[src/rtl/instruction_fetch_queue_if.sv]
// rtl/instruction_fetch_queue_if.sv - fetch/memory/decode handshake bundle for instruction_fetch_queue
interface instruction_fetch_queue_if;
  logic        redirect;
  logic [63:0] redirect_pc;
  logic        imem_req_valid;
  logic        imem_req_ready;
  logic [63:0] imem_req_addr;
  logic        imem_resp_valid;
  logic [31:0] imem_resp_data;
  logic        dec_valid;
  logic        dec_ready;
  logic [63:0] dec_pc;
  logic [31:0] dec_ins;

  // Fetch stage side
  modport master (
    input  redirect, redirect_pc,
    output imem_req_valid, imem_req_addr,
    input  imem_req_ready, imem_resp_valid, imem_resp_data,
    output dec_valid, dec_pc, dec_ins,
    input  dec_ready
  );

  // Environment side: branch unit, instruction memory and decode
  modport slave (
    output redirect, redirect_pc,
    input  imem_req_valid, imem_req_addr,
    output imem_req_ready, imem_resp_valid, imem_resp_data,
    input  dec_valid, dec_pc, dec_ins,
    output dec_ready
  );
endinterface

[src/rtl/instruction_fetch_queue.sv]
// rtl/instruction_fetch_queue.sv - decoupled fetch stage with PC queue; optional perf counters under IFQ_PERF_EN
module instruction_fetch_queue #(
  parameter int          DEPTH    = 4,
  parameter logic [63:0] RESET_PC = 64'h0
) (
  input logic                        clk,
  input logic                        reset,
  instruction_fetch_queue_if.master  bus
`ifdef IFQ_PERF_EN
  ,
  output logic [31:0]                perf_fetched,
  output logic [31:0]                perf_stall
`endif
);
  localparam int AW  = (DEPTH > 1) ? $clog2(DEPTH) : 1;
  localparam int CW  = AW + 1;
  localparam int CW1 = CW + 1;

  logic [63:0]   r_fetch_pc;
  logic [AW-1:0] r_head;
  logic [AW-1:0] r_fill;
  logic [AW-1:0] r_tail;
  logic [CW-1:0] r_alloc;
  logic [CW-1:0] r_unfilled;
  logic [CW-1:0] r_drop;
  logic [63:0]   r_pc  [DEPTH];
  logic [31:0]   r_ins [DEPTH];

  logic          w_credit;
  logic          w_req_fire;
  logic          w_resp_drop;
  logic          w_resp_fill;
  logic          w_head_ready;
  logic          w_dec_fire;
  logic [63:0]   w_redirect_target;
  logic [CW-1:0] w_drop_redirect;

  // Filled entries always sit at head..fill-1, so the head is ready exactly
  // when some allocated entry is not among the unfilled ones.
  assign w_credit          = ({1'b0, r_alloc} + {1'b0, r_drop}) < CW1'(DEPTH);
  assign w_req_fire        = bus.imem_req_valid && bus.imem_req_ready;
  assign w_resp_drop       = bus.imem_resp_valid && (r_drop != '0);
  assign w_resp_fill       = bus.imem_resp_valid && (r_drop == '0) && (r_unfilled != '0);
  assign w_head_ready      = (r_alloc != r_unfilled);
  assign w_dec_fire        = bus.dec_valid && bus.dec_ready;
  assign w_redirect_target = bus.redirect_pc & ~64'h3;
  // Everything still owed by memory after this cycle becomes stale on redirect.
  assign w_drop_redirect   = r_drop + r_unfilled + CW'(w_req_fire)
                           - CW'(w_resp_drop || w_resp_fill);

  assign bus.imem_req_valid = !reset && w_credit;
  assign bus.imem_req_addr  = r_fetch_pc;
  assign bus.dec_valid      = !reset && w_head_ready;
  assign bus.dec_pc         = r_pc[r_head];
  assign bus.dec_ins        = r_ins[r_head];

  // Control state: fetch PC, ring pointers, occupancy and stale-response count
  always_ff @(posedge clk) begin
    if (reset) begin
      r_fetch_pc <= RESET_PC;
      r_head     <= '0;
      r_fill     <= '0;
      r_tail     <= '0;
      r_alloc    <= '0;
      r_unfilled <= '0;
      r_drop     <= '0;
    end else if (bus.redirect) begin
      r_fetch_pc <= w_redirect_target;
      r_head     <= '0;
      r_fill     <= '0;
      r_tail     <= '0;
      r_alloc    <= '0;
      r_unfilled <= '0;
      r_drop     <= w_drop_redirect;
    end else begin
      if (w_req_fire) begin
        r_tail     <= r_tail + AW'(1);
        r_fetch_pc <= r_fetch_pc + 64'd4;
      end
      if (w_resp_fill) r_fill <= r_fill + AW'(1);
      if (w_dec_fire)  r_head <= r_head + AW'(1);
      r_alloc    <= r_alloc + CW'(w_req_fire) - CW'(w_dec_fire);
      r_unfilled <= r_unfilled + CW'(w_req_fire) - CW'(w_resp_fill);
      if (w_resp_drop) r_drop <= r_drop - CW'(1);
    end
  end

  // Entry payload: PC captured at issue, instruction captured at fill
  always_ff @(posedge clk) begin
    if (w_req_fire)  r_pc[r_tail]  <= r_fetch_pc;
    if (w_resp_fill) r_ins[r_fill] <= bus.imem_resp_data;
  end

`ifdef IFQ_PERF_EN
  logic [31:0] r_perf_fetched;
  logic [31:0] r_perf_stall;

  // Saturating counters for delivered instructions and decode starvation
  always_ff @(posedge clk) begin
    if (reset) begin
      r_perf_fetched <= '0;
      r_perf_stall   <= '0;
    end else begin
      if (w_dec_fire && (r_perf_fetched != 32'hFFFF_FFFF))
        r_perf_fetched <= r_perf_fetched + 32'd1;
      if (bus.dec_ready && !bus.dec_valid && (r_perf_stall != 32'hFFFF_FFFF))
        r_perf_stall <= r_perf_stall + 32'd1;
    end
  end

  assign perf_fetched = r_perf_fetched;
  assign perf_stall   = r_perf_stall;
`endif
endmodule

[src/flat_wrapper.sv]
// flat-port wrapper written by rule: the top's interface ports become plain ports
module instruction_fetch_queue_flat 
#(
  parameter int          DEPTH    = 4,
  parameter logic [63:0] RESET_PC = 64'h0
)
  (clk, reset, bus_redirect, bus_redirect_pc, bus_imem_req_valid, bus_imem_req_addr, bus_imem_req_ready, bus_imem_resp_valid, bus_imem_resp_data, bus_dec_valid, bus_dec_pc, bus_dec_ins, bus_dec_ready);
  instruction_fetch_queue_if bus_i ();
  input logic clk;
  input logic reset;
  input wire logic [$bits(bus_i.redirect)-1:0] bus_redirect;
  input wire logic [$bits(bus_i.redirect_pc)-1:0] bus_redirect_pc;
  output wire logic [$bits(bus_i.imem_req_valid)-1:0] bus_imem_req_valid;
  output wire logic [$bits(bus_i.imem_req_addr)-1:0] bus_imem_req_addr;
  input wire logic [$bits(bus_i.imem_req_ready)-1:0] bus_imem_req_ready;
  input wire logic [$bits(bus_i.imem_resp_valid)-1:0] bus_imem_resp_valid;
  input wire logic [$bits(bus_i.imem_resp_data)-1:0] bus_imem_resp_data;
  output wire logic [$bits(bus_i.dec_valid)-1:0] bus_dec_valid;
  output wire logic [$bits(bus_i.dec_pc)-1:0] bus_dec_pc;
  output wire logic [$bits(bus_i.dec_ins)-1:0] bus_dec_ins;
  input wire logic [$bits(bus_i.dec_ready)-1:0] bus_dec_ready;
  assign bus_i.redirect = bus_redirect;
  assign bus_i.redirect_pc = bus_redirect_pc;
  assign bus_imem_req_valid = bus_i.imem_req_valid;
  assign bus_imem_req_addr = bus_i.imem_req_addr;
  assign bus_i.imem_req_ready = bus_imem_req_ready;
  assign bus_i.imem_resp_valid = bus_imem_resp_valid;
  assign bus_i.imem_resp_data = bus_imem_resp_data;
  assign bus_dec_valid = bus_i.dec_valid;
  assign bus_dec_pc = bus_i.dec_pc;
  assign bus_dec_ins = bus_i.dec_ins;
  assign bus_i.dec_ready = bus_dec_ready;
  instruction_fetch_queue #(.DEPTH(DEPTH), .RESET_PC(RESET_PC)) u_core (.clk(clk), .reset(reset), .bus(bus_i));
endmodule
[config.mk]
export PLATFORM = sky130hd
export DESIGN_NAME = instruction_fetch_queue_flat
export DESIGN_NICKNAME = d
export VERILOG_FILES = /design/src/rtl/instruction_fetch_queue_if.sv /design/src/rtl/instruction_fetch_queue.sv /design/src/flat_wrapper.sv
export SDC_FILE = /design/constraint.sdc
export NUM_CORES = 1
export LEC_CHECK = 0
export ABC_AREA = 1
export BUFFER_PORTS_ARGS = -buffer_cell sky130_fd_sc_hd__buf_2
export CAP_MARGIN = 20
export CORE_MARGIN = 8
export CORE_UTILIZATION = 58
export CTS_CLUSTER_SIZE = 30
export DETAILED_ROUTE_END_ITERATION = 10
export PLACE_DENSITY = 0.84
export SYNTH_ARGS = -nofsm -noshare
export SYNTH_HDL_FRONTEND = slang
export SYNTH_SLANG_ARGS = --single-unit
[constraint.sdc]
create_clock -name clk -period 5.9 [get_ports clk]
set_input_delay 0.59 -clock clk [delete_from_list [all_inputs] [get_ports clk]]
set_output_delay 0.59 -clock clk [all_outputs]
set_load 0.005 [all_outputs]
==> metrics.cfg, run 1 <==
[clocking]
cts_tree = done
clkTransAtPathRegs_ns = 0.06
cts_resized = 0
holdBufCountCts = 0
h-tree-depth = 2
post_cts_buffers = 0
clk_latency_ns = 0.56
root_buffer = clkbuf_16
cts_sinks = 455
cts_buffers = 44
cts.path.max_buffers = 3

[timing]
clock_skew_ns = 0.02506
setup_slack_ns = 2.378
hold_violations = 0
max_freq_ghz = 0.2839
tightest_slew_ns = 1.002
post-route-period-util_pct = 59.70
drv_slew = 0
period_minus_slack_ns = 3.522
relSlewSlack_pct = 33.01
rsz0062_at_grt = no
setup_viol_count_final = 0
tns_ns = 0

[grt]
antenna_found_initial = 3
grt_pass1_vias = 14404
grtUsageTotal_pct = 25.57
grt_max_degree = 99
gr-total-overflow = 0
grt_pass1_wl_um = 81270

[yosys]
ys_warn_count = 0
syn_area_per_cell_um2 = 10.36
synth_flop_cell = edfxtp_1
syn_area_um2 = 19740
synth_cells = 1905
yosysUniqueCellTypes = 40
synth_edf_count = 376
ys_seq_area_share_pct = 65.22
synthArstFlopShare_pct = 0
ys_seq_elements = 455

[floorplan]
die_y_um = 200.5
row_count = 67
initial_core_util_pct = 58.86
dieArea_um2 = 40190
io_pins = 264
die_w_um = 200.5
core_area_um2 = 33530

[finish]
mostFrequentLayoutCells = 376 x edfxtp_1, 311 x nor2_1, 291 x nand2_1
syn2layout_area_growth_pct = 15.42
seqCellArea_um2 = 12880
multi_input_area_um2 = 5862
final_common_cell = edfxtp_1
final_cells = 2618
fillerInstances = 2462
num_antenna_cells = 0
drive_gt1_share_pct = 17.79
fin_util_pct = 67.93
nNetsFinal = 2260

[power_and_ir_drop]
powerDensity_nw_per_um2 = 310.1
ir_drop_uv = 288.7
leakage_uw = 0.008600

[routing]
wl_um = 53520
drc = 0
firstDrtPassIters = 5
viasPerCell = 5.816
vias = 15225
drt.antenna.violating_nets = 0
wl_per_cell_um = 20.44
drt_iter0_drc = 1298

[setup_path]
end_kind = primary output
required_ns = 5.31
cp.arrival_ns = 2.93
path_class = reg -> out
path_max_fanout = 98
crit_path_start_kind = flop

[placement]
hpwlAfterDp_um = 34930
post-place-ws_ns = 2.203
port_buffers = 257
dp.cells = 2537
routabilityCongestion = 0.9366

[run]
maxCapViolations = 0

[worst_hold_path]
hold_path.class = in -> reg

[outcome]
status = finished, final reports clean

worst paths after layout:
kind | endpoint | cells past startpoint | slack, ns | startpoint
worst max register to register | u_core.r_pc[2][49] | 7 | 2.54 | u_core.r_drop[2]
worst min-delay path | u_core.r_ins[3][27] | 1 | 0.26 | bus_imem_resp_data[27]
worst max-delay path | bus_dec_pc[32] | 5 | 2.38 | flop
worst min register to register | u_core.r_fill[0] | 2 | 0.51 | u_core.r_fill[0]
cell usage after synthesis, types with 2 or more instances:
master	number	area share, %
edfxtp_1	376	57
nor2_1	319	6.1
nand2_1	291	5.5
o21ai_0	244	6.2
inv_1	161	3.1
o22ai_1	94	3.0
dfxtp_1	79	8.0
nand3_1	65	1.6
clkbuf_1	60	1.1
a21oi_1	53	1.3
xor2_1	23	1.0
ha_1	19	1.2
buf_2	17	0.43
o21ai_1	13	0.33
a31oi_1	11	0.35
xnor2_1	9	0.40
buf_4	8	0.30
nand2_2	8	0.25
nor2_2	8	0.25
nor2_4	8	0.46
nand4_1	7	0.22
buf_6	5	0.29
fa_1	4	0.41
nand3_2	3	0.15
or2_2	3	0.095
a211oi_1	2	0.076
nand2_4	2	0.11
critical path: stages, from the launching register on:
cell     delay [ns]
dfxtp_4        0.50
inv_4          0.72
buf_12         0.42
o21ai_0        0.13
o22ai_1        0.28
buf_2          0.18
where the power goes:
| group | switching [uW] | leakage, uW | internal (uW) | total (uW) |
|---|---|---|---|---|
| Clock | 1170 | 0.000708 | 1640 | 2810 |
| Combinational | 347 | 0.00379 | 206 | 553 |
| Sequential | 116 | 0.00411 | 3590 | 3700 |
| Total | 1630 | 0.00860 | 5430 | 7060 |
layout make-up:
cell class | instances | area share, %
clock inverter | 26 | 1.164
sequential | 455 | 56.53
multi-input combinational | 1197 | 25.73
clock buffer | 55 | 5.152
timing repair buffer | 273 | 6.229
tap | 448 | 2.461
inverter | 164 | 2.730
flip-flops by register name, indices dropped and copies added (netlist names), named ones only:
| name | cells |
|---|---|
| u_core.bus.imem_req_addr | 62 |
| u_core.r_alloc | 3 |
| u_core.r_drop | 3 |
| u_core.r_fill | 2 |
| u_core.r_head | 2 |
| u_core.r_ins | 128 |
| u_core.r_pc | 248 |
| u_core.r_tail | 2 |
| u_core.r_unfilled | 3 |
metrics by stage:
step	power, uW	instance area, um^2	hold slack (ns)
2_1_floorplan	4043	19750	0.4736
3_3_place_gp	4287	21340	0.4888
3_5_place_dp	4312	21340	0.5032
4_1_cts	7075	22780	0.2402
5_1_grt	7263	22780	0.2463
6_report	7063	22780	0.2626
kinds of logic (layout without fill, tap and decap cells):
family	Yosys count	after routing	synth area share (%)
AOI/OAI and AO/OA	419	419	11.34
xor gates and xnor gates	32	32	1.420
adders and majority gates	23	23	1.610
buffers and inverters	256	518	5.338
DFF	455	455	65.22
other	1	4	0.01900
and+or+nand+nor	719	719	15.05
routing by layer:
| metal | share of wire, % | GRT usage, % | wire, um |
|---|---|---|---|
| met5 | 0.075 | 0 | 40 |
| met4 | 3.2 | 8.804 | 1725 |
| met3 | 10 | 5.244 | 5483 |
| met2 | 48 | 41.56 | 25510 |
| met1 | 39 | 33.99 | 20760 |
(Power assumes the default switching activity.)
==> run 2, diff against run 1 <==
==> constraint.sdc (replaced) <==
create_clock -name clk -period 3.3 [get_ports clk]
set_input_delay 0.33 -clock clk [delete_from_list [all_inputs] [get_ports clk]]
set_output_delay 0.33 -clock clk [all_outputs]
set_load 0.005 [all_outputs]
==> run 2 against run 1 <==
  * Non-clock buffer count rose by 32
  * Hold slack lost 0.25 ns
  * Total power grew 80%
  * Sequential cell count did not move
  * Utilization increased by 1.2 points
  * Combinational power is 88% higher
  * Die area is the same
  * Sequential power up 79%
  * Clock skew is 0.0034 ns higher
  * Sequential share of layout area shrank 0.97 points
  * Highest routed layer is now met4
==> metrics.cfg, run 2 (synthesized netlist as in run 1, its figures left out) <==
[outcome]
status = finished, final reports clean

[power_and_ir_drop]
ir_drop_uv = 449.0  ; +56%
leakage_uw = 0.008758  ; +1.8%
powerDensity_nw_per_um2 = 549.1  ; +77%
finalPower_uw = 12730  ; +80%

[timing]
setup_viol_count_final = 0  ; unchanged
clock_skew_ns = 0.02850  ; +0.003438 ns
max_freq_ghz = 0.3373
post-route-period-util_pct = 89.85
setup_slack_ns = 0.3351  ; -2.042 ns
hold_violations = 0  ; unchanged
relSlewSlack_pct = 54.51  ; +22 points
tightest_slew_ns = 0.6823  ; -0.3202 ns
drv_slew = 0  ; unchanged
rsz0062_at_grt = no
period_minus_slack_ns = 2.965

[setup_path]
crit_chain = inv_4 > buf_4 > o21ai_0 > o22ai_1 > buf_2
crit_family = buffers and inverters
critPathSlowestCell = inv_4
path_class = reg -> out
cp.buffers_inverters = 3  ; unchanged
crit_path_start_kind = flop
required_ns = 2.97  ; -2.34 ns
path_max_fanout = 65  ; -34%
end_kind = primary output
max_stage_delay_ns = 0.55  ; -0.17 ns
cp.arrival_ns = 2.63  ; -0.30 ns

[finish]
largest_register_ffs = 248  ; unchanged
largest_register = u_core.r_pc
syn2layout_area_growth_pct = 17.43
drive_gt1_share_pct = 17.90  ; +0.11 points
num_antenna_cells = 0  ; unchanged
nNetsFinal = 2292  ; +1.4%
mostFrequentLayoutCells = 376 x edfxtp_1, 311 x nor2_1, 291 x nand2_1
fin_util_pct = 69.12  ; +1.2 points
final_common_cell = edfxtp_1

[grt]
gr-total-overflow = 0  ; unchanged
grt_max_degree = 145  ; +46%
grt_pass1_vias = 14774  ; +2.6%
antenna_found_initial = 0  ; -3
grtUsageTotal_pct = 26.17  ; +0.61 points
grt_pass1_wl_um = 83530  ; +2.8%

[floorplan]
row_count = 67  ; unchanged
io_pins = 264  ; unchanged
die_y_um = 200.5  ; unchanged
core_area_um2 = 33530  ; unchanged
initial_core_util_pct = 58.86  ; unchanged
dieArea_um2 = 40190  ; unchanged
die_w_um = 200.5  ; unchanged

[clocking]
cts_resized = 0  ; unchanged
clk_latency_ns = 0.55  ; about the same
clkTransAtPathRegs_ns = 0.06  ; about the same
root_buffer = clkbuf_16
cts_buffers = 44  ; unchanged
cts.path.max_buffers = 3  ; unchanged
h-tree-depth = 2  ; unchanged
cts_tree = done
cts_sinks = 455  ; unchanged

[worst_hold_path]
hold_path.class = in -> reg

[routing]
drt_iter0_drc = 1443  ; +11%
viasPerCell = 5.764  ; -0.88%
wl_um = 54670  ; +2.2%
drc = 0  ; unchanged
drt.antenna.violating_nets = 0  ; unchanged
vias = 15270  ; +0.30%
wl_per_cell_um = 20.64  ; +0.96%
firstDrtPassIters = 6  ; +1

[placement]
post-place-ws_ns = 0.5026  ; -1.701 ns
port_buffers = 257  ; unchanged
routabilityCongestion = 0.9624  ; +2.8%
hpwlAfterDp_um = 35570  ; +1.8%

[run]
maxCapViolations = 0  ; unchanged

run 2: cell count changes in the layout (fill, tap and decap cells not counted):
cell	change
buf_4	+4
clkinvlp_4	+2
clkinvlp_2	-1
clkinv_1	-1
buf_12	+7
clkinv_2	-4
clkbuf_1	+3
inv_6	-3
clkinv_8	+1
dlygate4sd3_1	+21
inv_2	+1
clkbuf_16	+1
run 2: per-layer routing:
| metal | global-route usage (%) | vias up | part of all wire (%) |
|---|---|---|---|
| li1 | - | 7069 | - |
| met1 | 34.62 | 7215 | 39 |
| met2 | 43.84 | 877 | 48 |
| met3 | 4.405 | 109 | 9.6 |
| met4 | 8.173 | 0 | 3.0 |
| met5 | 0 | - | 0 |
run 2: power by group:
| part | internal, uW | total [uW] | switching (uW) |
|---|---|---|---|
| Combinational | 405 | 1040 | 632 |
| Sequential | 6410 | 6620 | 208 |
| Clock | 2980 | 5070 | 2100 |
run 2: what timing repair did:
action | 4_1_cts | 5_1_grt
endpoints found under the setup margin | 0 | 0
hold buffers | 19 | 2
buffers inserted | 0 | 0
endpoints found under the hold margin | 73 | 6
run 2: area by class of cell:
type	count	area (um^2)
clock inverters	21	246.5
repair buffers	305	1799
multi-input cells	1197	5862
flip-flops and latches	455	12880
well taps	448	560.5
fillers	2429	10360
inverters	164	620.6
clock buffers	59	1210
run 2: path summary, 6_finish.rpt:
check / endpoint / slack [ns] / from / depth (start not counted)
min reg2reg: u_core.r_fill[0] / 0.52 / u_core.r_fill[0] / 2
max reg2reg: u_core.bus.imem_req_addr[20] / 0.51 / u_core.r_drop[2] / 11
max: bus_dec_pc[51] / 0.34 / flop / 5
min: u_core.r_ins[3][11] / 0.02 / bus_imem_resp_data[11] / 1
run 2: through the flow:
stage	instances	hold slack [ns]	setup TNS (ns)	cell area [um^2]
6_report	2649	0.01678	0	23180
5_1_grt	2649	0.0009984	0	23180
4_1_cts	2647	0.0003396	0	23160
3_5_place_dp	2548	0.5080	0	21510
3_3_place_gp	2548	0.4908	0	21510
2_1_floorplan	1908	0.4289	-215.29	19750
run 2: worst reg2reg max path, delay by kind of cell (launching register included):
family | cells | cell delay, ns
compound gates | 1 | 0.05
fa+ha+maj | 1 | 0.28
buf+inv | 3 | 0.63
flops | 1 | 0.45
simple gates | 6 | 1.25
==> run 3, diff against run 2 <==
--- a/config.mk
+++ b/config.mk
@@ -13,6 +13,7 @@
 export CTS_CLUSTER_SIZE = 30
 export DETAILED_ROUTE_END_ITERATION = 10
 export PLACE_DENSITY = 0.84
+export RECOVER_POWER = 50
 export SYNTH_ARGS = -nofsm -noshare
 export SYNTH_HDL_FRONTEND = slang
 export SYNTH_SLANG_ARGS = --single-unit
==> run 3 against run 2 <==
  * Clock power barely moved
  * Die area did not move
  * Sequential power barely moved
  * Combinational power barely moved
  * Sequential cell count did not move
  * Via count rose by 0.53%
  * Utilization fell by 0.34 points
  * Non-clock buffer count did not move
  * Critical path type unchanged
  * Largest cell class unchanged
  * Clock skew fell by 0.0056 ns
  * Count of clock-buffer cells in the layout did not move
  * Highest routed layer unchanged
  * Cell area fell by 0.50%
==> metrics.cfg, run 3 (synthesized netlist as in run 1, its figures left out) <==
[outcome]
status = finished, final reports clean

[finish]
fin_util_pct = 68.77  ; -0.34 points
multi_input_area_um2 = 5862  ; unchanged
seqCellArea_um2 = 12880  ; unchanged
syn2layout_area_growth_pct = 16.84
mostFrequentLayoutCells = 376 x edfxtp_1, 311 x nor2_1, 291 x nand2_1
largest_register_ffs = 248  ; unchanged
nNetsFinal = 2292  ; unchanged
fillerInstances = 2489  ; +2.5%
drive_gt1_share_pct = 14.08  ; -3.8 points
final_common_cell = edfxtp_1
num_antenna_cells = 0  ; unchanged
largest_register = u_core.r_pc

[timing]
setup_slack_ns = 0.3247  ; -0.01036 ns
period_minus_slack_ns = 2.975  ; +0.01036 ns
clock_skew_ns = 0.02290  ; -0.005604 ns
drv_slew = 0  ; unchanged
post-route-period-util_pct = 90.16  ; +0.31 points
tightest_slew_ns = 0.9778  ; +0.2955 ns
hold_violations = 0  ; unchanged
max_freq_ghz = 0.3361  ; -0.35%
rsz0062_at_grt = no
relSlewSlack_pct = 34.82  ; -20 points
setup_viol_count_final = 0  ; unchanged

[placement]
routabilityCongestion = 0.9624  ; unchanged
hpwlAfterDp_um = 35570  ; unchanged
port_buffers = 257  ; unchanged
post-place-ws_ns = 0.5026  ; unchanged

[routing]
wl_per_cell_um = 20.58  ; -0.29%
drt.antenna.violating_nets = 0  ; unchanged
drc = 0  ; unchanged
viasPerCell = 5.795  ; +0.53%
wl_um = 54510  ; -0.29%
firstDrtPassIters = 5  ; -1
vias = 15351  ; +0.53%
drt_iter0_drc = 1408  ; -2.4%

[setup_path]
end_kind = primary output
required_ns = 2.97  ; about the same
crit_family = buffers and inverters
crit_path_start_kind = flop
max_stage_delay_ns = 0.54  ; about the same
cp.buffers_inverters = 3  ; unchanged
crit_chain = inv_4 > buf_4 > o21ai_0 > o22ai_1 > buf_2
cp.arrival_ns = 2.65  ; +0.02 ns
path_class = reg -> out
critPathSlowestCell = inv_4
path_max_fanout = 65  ; unchanged

[power_and_ir_drop]
powerDensity_nw_per_um2 = 550.9  ; +0.31%
leakage_uw = 0.008468  ; -3.3%
ir_drop_uv = 453.3  ; +0.96%

[floorplan]
row_count = 67  ; unchanged
io_pins = 264  ; unchanged
die_y_um = 200.5  ; unchanged
initial_core_util_pct = 58.86  ; unchanged
dieArea_um2 = 40190  ; unchanged
die_w_um = 200.5  ; unchanged
core_area_um2 = 33530  ; unchanged

[clocking]
root_buffer = clkbuf_16
h-tree-depth = 2  ; unchanged
cts_buffers = 44  ; unchanged
cts.path.max_buffers = 3  ; unchanged
post_cts_buffers = 0  ; unchanged
clkTransAtPathRegs_ns = 0.06  ; about the same
clk_latency_ns = 0.55  ; about the same
holdBufCountCts = 19  ; unchanged
cts_resized = 0  ; unchanged
cts_sinks = 455  ; unchanged
cts_tree = done

[grt]
grt.met2_usage_pct = 43.84  ; unchanged
antenna_found_initial = 0  ; unchanged
gr-max-usage-layer = met2
use_met3_pct = 4.405  ; unchanged
use_met1_pct = 34.62  ; unchanged
grtUsageTotal_pct = 26.17  ; unchanged
grt_pass1_vias = 14774  ; unchanged
grt_max_degree = 145  ; unchanged
gr-total-overflow = 0  ; unchanged
grt_pass1_wl_um = 83530  ; unchanged

[run]
maxCapViolations = 0  ; unchanged

[worst_hold_path]
hold_path.class = in -> reg

[run 3: worst register-to-register path: cells and delay by family, from the launching register on]
family          cells  cell delay [ns]
compound gates      1             0.05
fa+ha+maj           1             0.27
buf+inv             3             0.64
flops               1             0.45
simple gates        6             1.26
[run 3: per-layer routing]
metal | part of all wire (%) | vias to the layer above | wire (um)
met3 | 9.8 | 109 | 5356
met2 | 49 | 899 | 26510
li1 | - | 7072 | -
met1 | 39 | 7271 | 21040
met5 | 0 | - | 0
met4 | 3.0 | 0 | 1614
[run 3: area by class of cell]
type,instances,share of cell area [%]
Multi-Input combinational cell,1197,25.42
Inverter,164,2.691
Timing Repair Buffer,305,7.303
Clock inverter,21,1.069
Sequential cell,455,55.84
Clock buffer,59,5.247
Tap cell,448,2.431
[run 3: worst paths after layout]
check	to	start	slack, ns	cells past startpoint
worst max-delay path	bus_dec_pc[51]	flop	0.32	5
worst min-delay path	u_core.bus.imem_req_addr[37]	bus_redirect_pc[37]	0.07	5
worst max register to register	u_core.bus.imem_req_addr[20]	u_core.r_drop[2]	0.50	11
worst min register to register	u_core.r_fill[0]	u_core.r_fill[0]	0.52	2
[run 3: where the power goes]
part           internal [uW]  leakage, uW  switching, uW
clock                   2980     0.000704           2090
sequential              6410      0.00411            209
combinational            389      0.00366            632
total                   9770      0.00847           2930
[run 3: metrics by stage]
step                instance area [um^2]  power, uW  TNS [ns]  hold WS (ns)  instances
finish                             23060      12700         0       0.06757       2649
global route                       23060      13100         0       0.07368       2649
CTS                                23160      12750         0     0.0003396       2647
detailed placement                 21510       7740         0        0.5080       2548
global placement                   21510       7692         0        0.4908       2548
floorplan                          19750       7229   -215.29        0.4289       1908
